===== src/rtl/y_deser_pkg.sv =====
// Shared types for the y_out deserializer: detector state encoding, collector FSM states, defaults.
package y_deser_pkg;

    localparam int unsigned Y_DESER_WIDTH_DEF = 8;
    localparam int unsigned Y_DESER_DEPTH_DEF = 4;

    typedef enum logic [2:0] {
        S0 = 3'b000,
        S1 = 3'b001,
        S2 = 3'b010,
        S3 = 3'b011,
        S4 = 3'b100
    } det_state_t;

    typedef enum logic {
        IDLE = 1'b0,
        FILL = 1'b1
    } col_state_t;

endpackage


===== src/rtl/y_deser_fifo.sv =====
// Small register FIFO with sync clear; head read combinationally from storage.
// Latency: push visible on the next cycle. A push while full is accepted only if a pop happens that edge.
module y_deser_fifo #(
    parameter int DW    = 8,
    parameter int DEPTH = 4,
    localparam int AW   = $clog2(DEPTH),
    localparam int LW   = AW + 1
) (
    input  logic          clk,
    input  logic          rstn,
    input  logic          clr,
    input  logic          push,
    input  logic [DW-1:0] push_dat,
    input  logic          pop,
    output logic [DW-1:0] head_dat,
    output logic          full,
    output logic          empty,
    output logic [LW-1:0] level
);

    logic [DW-1:0] mem [DEPTH];
    logic [AW-1:0] wr_ptr;
    logic [AW-1:0] rd_ptr;
    logic [LW-1:0] cnt;
    logic          wr_en;
    logic          rd_en;

    assign full     = (cnt == LW'(DEPTH));
    assign empty    = (cnt == '0);
    assign rd_en    = pop & ~empty;
    assign wr_en    = push & (~full | rd_en);
    assign head_dat = mem[rd_ptr];
    assign level    = cnt;

    // Storage is cleared too so the head reads zero whenever the FIFO is empty after reset/clear.
    always_ff @(posedge clk or negedge rstn) begin
        if (!rstn) begin
            wr_ptr <= '0;
            rd_ptr <= '0;
            cnt    <= '0;
            for (int i = 0; i < DEPTH; i++) mem[i] <= '0;
        end else if (clr) begin
            wr_ptr <= '0;
            rd_ptr <= '0;
            cnt    <= '0;
            for (int i = 0; i < DEPTH; i++) mem[i] <= '0;
        end else begin
            if (wr_en) begin
                mem[wr_ptr] <= push_dat;
                wr_ptr      <= wr_ptr + 1'b1;
            end
            if (rd_en) rd_ptr <= rd_ptr + 1'b1;
            cnt <= cnt + LW'(wr_en) - LW'(rd_en);
        end
    end

endmodule


===== src/rtl/y_deser.sv =====
// Packs WIDTH en-qualified y_in samples LSB-first into words queued in a valid/ready FIFO.
// Latency: m_valid one cycle after the final bit's edge. Full FIFO without a pop drops the word and sets sticky ovf.
// Optional Y_DESER_STATE_TRACE_EN stores the detector state sampled with each word's final bit.
module y_deser
    import y_deser_pkg::*;
#(
    parameter int WIDTH = Y_DESER_WIDTH_DEF,
    parameter int DEPTH = Y_DESER_DEPTH_DEF,
    localparam int LW   = $clog2(DEPTH) + 1
) (
    input  logic             clk,
    input  logic             rstn,
    input  logic             clr,
    input  logic             en,
    input  logic             y_in,
`ifdef Y_DESER_STATE_TRACE_EN
    input  logic [2:0]       state_in,
    output logic [2:0]       m_state,
`endif
    output logic             m_valid,
    input  logic             m_ready,
    output logic [WIDTH-1:0] m_data,
    output logic [LW-1:0]    level,
    output logic             ovf
);

    localparam int CW = $clog2(WIDTH);
`ifdef Y_DESER_STATE_TRACE_EN
    localparam int FW = WIDTH + 3;
`else
    localparam int FW = WIDTH;
`endif

    col_state_t        state;
    col_state_t        state_nxt;
    logic [CW-1:0]     cnt;
    logic [WIDTH-1:0]  sr;
    logic [WIDTH-1:0]  word;
    logic              sample;
    logic              last;
    logic              done;
    logic              full;
    logic              empty;
    logic              pop_fire;
    logic [FW-1:0]     push_dat;
    logic [FW-1:0]     head_dat;

    assign sample   = en & ~clr;
    assign last     = (state == FILL) && (cnt == CW'(WIDTH - 1));
    assign pop_fire = m_ready & ~empty;

    always_ff @(posedge clk or negedge rstn) begin
        if (!rstn)    state <= IDLE;
        else if (clr) state <= IDLE;
        else          state <= state_nxt;
    end

    always_comb begin
        state_nxt = state;
        if (sample) begin
            case (state)
                IDLE:    state_nxt = FILL;
                FILL:    if (last) state_nxt = IDLE;
                default: state_nxt = IDLE;
            endcase
        end
    end

    always_comb begin
        done = sample & last;
    end

    always_ff @(posedge clk or negedge rstn) begin
        if (!rstn) begin
            cnt <= '0;
            sr  <= '0;
        end else if (clr) begin
            cnt <= '0;
            sr  <= '0;
        end else if (sample) begin
            if (done) begin
                cnt <= '0;
                sr  <= '0;
            end else begin
                cnt     <= cnt + 1'b1;
                sr[cnt] <= y_in;
            end
        end
    end

    // The final bit bypasses the shift register so the word is pushed on its own edge.
    always_comb begin
        word            = sr;
        word[WIDTH-1]   = y_in;
    end

    always_ff @(posedge clk or negedge rstn) begin
        if (!rstn)                         ovf <= 1'b0;
        else if (clr)                      ovf <= 1'b0;
        else if (done & full & ~pop_fire)  ovf <= 1'b1;
    end

`ifdef Y_DESER_STATE_TRACE_EN
    assign push_dat = {state_in, word};
    assign m_state  = head_dat[FW-1 -: 3];
`else
    assign push_dat = word;
`endif
    assign m_data  = head_dat[WIDTH-1:0];
    assign m_valid = ~empty;

    y_deser_fifo #(
        .DW    (FW),
        .DEPTH (DEPTH)
    ) u_fifo (
        .clk      (clk),
        .rstn     (rstn),
        .clr      (clr),
        .push     (done),
        .push_dat (push_dat),
        .pop      (m_ready),
        .head_dat (head_dat),
        .full     (full),
        .empty    (empty),
        .level    (level)
    );

endmodule


===== config.mk =====
export PLATFORM = sky130hd
export DESIGN_NAME = y_deser
export DESIGN_NICKNAME = d
export VERILOG_FILES = /design/src/rtl/y_deser_pkg.sv /design/src/rtl/y_deser_fifo.sv /design/src/rtl/y_deser.sv
export SDC_FILE = /design/constraint.sdc
export NUM_CORES = 1
export LEC_CHECK = 0
export ABC_CLOCK_PERIOD_IN_PS = 2800
export CAP_MARGIN = 15
export CORE_MARGIN = 5
export CORE_UTILIZATION = 37
export DETAILED_ROUTE_END_ITERATION = 10
export SYNTH_ARGS = -nofsm -noshare
export SYNTH_HDL_FRONTEND = slang
export SYNTH_SLANG_ARGS = --single-unit

===== constraint.sdc =====
create_clock -name clk -period 2.8 [get_ports clk]
set_clock_uncertainty 0.1 [all_clocks]
set_input_delay 0.28 -clock clk [delete_from_list [all_inputs] [get_ports clk]]
set_output_delay 0.28 -clock clk [all_outputs]
set_load 0.03 [all_outputs]

==> flow_summary.toml <==
[yosys]
synth_ff_type = "dfrtp_1"
yosys-top-cells-area = "dfrtp_1 (46%), mux2i_1 (12%), nand2b_1 (9.5%)"
syn_area_per_cell_um2 = 11.8
syn_inst = 233
yosysTopAreaCell = "dfrtp_1"
syn-cell-area_um2 = 2760
synth_edf_count = 0
yosysUniqueCellTypes = 37
ys_warn_count = 0
synth_seq_cells = 51
synth_top_area_share_pct = 46.3
synth.most_common_cell = "dfrtp_1"
ys_seq_area_share_pct = 46.3
synth_nets = 248
synthArstFlopShare_pct = 100
synth_common_cells = "dfrtp_1 (51), nand2b_1 (42), mux2i_1 (33)"

[power]
vdd_ir_drop_max_v = 0.000214
power_density_nw_per_um2 = 522
totalPowerFinal_mw = 1.63
p_leak_nw = 1.48

[floorplan]
std_cell_rows = 31
initial_utilization_pct = 38.0
core_um2 = 7250
pin_count = 19
die_area_um2 = 9280
dieWidth_um = 96.4
die_h_um = 96.4

[cts]
cts-htree-levels = 2
cts-root-buf = "clkbuf_8"
clock-sinks = 51
clkTransAtPathRegs_ns = 0.09
clock_latency_ns = 0.30
postCtsHoldBufs = 1
cts_setup_buffers = 0
cts_resized = 0
cts_buffers = 5
cts_buffer_depth = 2
cts_tree = "done"

[placement]
port_buffers = 18
gp_congestion = 0.733
post-dp-hpwl_um = 3700

[setup_path]
regToRegSetupSlack_ns = 0.36
startpoint = "u_fifo.rd_ptr[0]"
path_class = "reg -> out"
setup.worst_path.end_class = "output port"
cp_max_fo = 8
r2r-start = "cnt[1]"
cp.required_ns = 2.42
arrival_ns = 2.08
rr_worst_depth = 11
worstSetupStartpointType = "register"

[route]
wire_per_inst_um = 15.1
wirelength_um = 5330
antenna_left = 0
met2_length_um = 2480
wl_met3_um = 157
met1_length_um = 2610
viasPerCell = 5.02
vias = 1767
drtPass1Iterations = 4
drc = 0
top_layer_used = "met4"
drt_iter0_markers = 54

[job]
drv_cap = 0

[grt]
overflow = 0
grt_antenna_before_repair = 0
grt_pass1_vias = 1801
track_usage_pct = 12.9
grt_pass1_wl_um = 9060
grt_max_degree = 33

[timing]
whs_ns = 0.386
slew_viol_final = 0
period_needed_ns = 2.46
slew_headroom_pct = 66.2
fin_crit_sh_pct = 87.8
worst_pin_slew_ns = 0.507
hold_viol_final = 0
setup_tns_ns = 0
rsz0062_at_grt = "false"
max_freq_mhz = 407
setup_viol = 0

[cells_and_area]
area_growth_syn_to_layout_pct = 13.6
drive_above_1_share_pct = 14.2
multiInputGateArea_um2 = 1370
final_nets = 267
register_area_um2 = 1280
fillers = 711
insertedDiodeCount = 0

[min_path]
hold_path_class = "in -> async"

[run_status]
status = "completed"
[registers in the layout (all words and copies together), names as in the netlist]
| register | flops |
|---|---|
| u_fifo.level | 3 |
| ovf | 1 |
| state | 1 |
| u_fifo.rd_ptr | 2 |
| u_fifo.mem | 32 |
| cnt | 3 |
| sr | 7 |
| u_fifo.wr_ptr | 2 |
[cell type report]
| cell class | count | share of cell area, % |
|---|---|---|
| tap | 99 | 3.95 |
| sequential | 51 | 40.7 |
| clock inverter | 2 | 0.399 |
| clock buffer | 6 | 2.32 |
| multi-input combinational | 160 | 43.8 |
| timing repair buffer | 28 | 8.06 |
| inverter | 6 | 0.719 |
[layout by cell type, fill, tap and decap left out, types with 2 or more instances in the layout]
master           instances
mux2i_1                 33
a21o_1                   3
dfrtp_1                 51
nand3_4                  3
clkdlybuf4s50_1         17
ha_1                     8
a21oi_1                  4
inv_1                    6
clkbuf_8                 5
o21ai_0                  7
mux4_2                   8
nor3b_1                  3
and3b_1                  3
a22o_1                   6
xor2_1                   2
nand2b_1                42
nor3_1                   5
nor2b_1                  4
buf_4                    9
nand3_1                  3
nor2_1                   8
nand2_1                  3
[where the power goes]
part / switching [mW] / internal [mW]
Clock: 0.247 / 0.175
Sequential: 0.0498 / 0.767
Combinational: 0.208 / 0.188
[worst max-delay path, stage by stage (launching register included)]
cell and delay, ns:
dfrtp_1 0.39, buf_4 0.24, mux4_2 0.54, clkdlybuf4s50_1 0.61
[cell families (layout without fill, tap and decap cells)]
logic type / after synthesis / count (layout) / share of synthesized area (%)
compound gates: 24 / 24 / 6.12
simple gates: 83 / 83 / 19.9
xor+xnor: 3 / 3 / 0.953
fa+ha+maj: 9 / 9 / 4.35
buf+inv: 22 / 42 / 3.95
mux: 41 / 41 / 18.5
flops: 51 / 51 / 46.3
[stage by stage]
step | cells | setup slack (ns) | utilization [%] | cell area [um2]
6_report | 352 | 0.341 | 43.2 | 3130
5_1_grt | 352 | 0.171 | 43.2 | 3130
4_1_cts | 352 | 0.291 | 43.2 | 3130
3_5_place_dp | 343 | 0.348 | 41.9 | 3040
3_3_place_gp | 343 | 0.407 | 41.9 | 3040
2_1_floorplan | 233 | 0.342 | - | 2760
[metal layers]
layer / global-route usage [%] / vias up
li1: - / 851
met1: 18.1 / 890
met4: 3.86 / 0
met5: 0 / -
met2: 20.0 / 21
met3: 2.58 / 5
[path summary, 6_finish.rpt]
path | to
max | m_data[5]
min | u_fifo.mem[0]
max reg2reg | u_fifo.level[2]
min reg2reg | sr[5]
max in group asynchronous | sr[2]
min in group clk | sr[5]
Power figures use the tool's default switching activity.
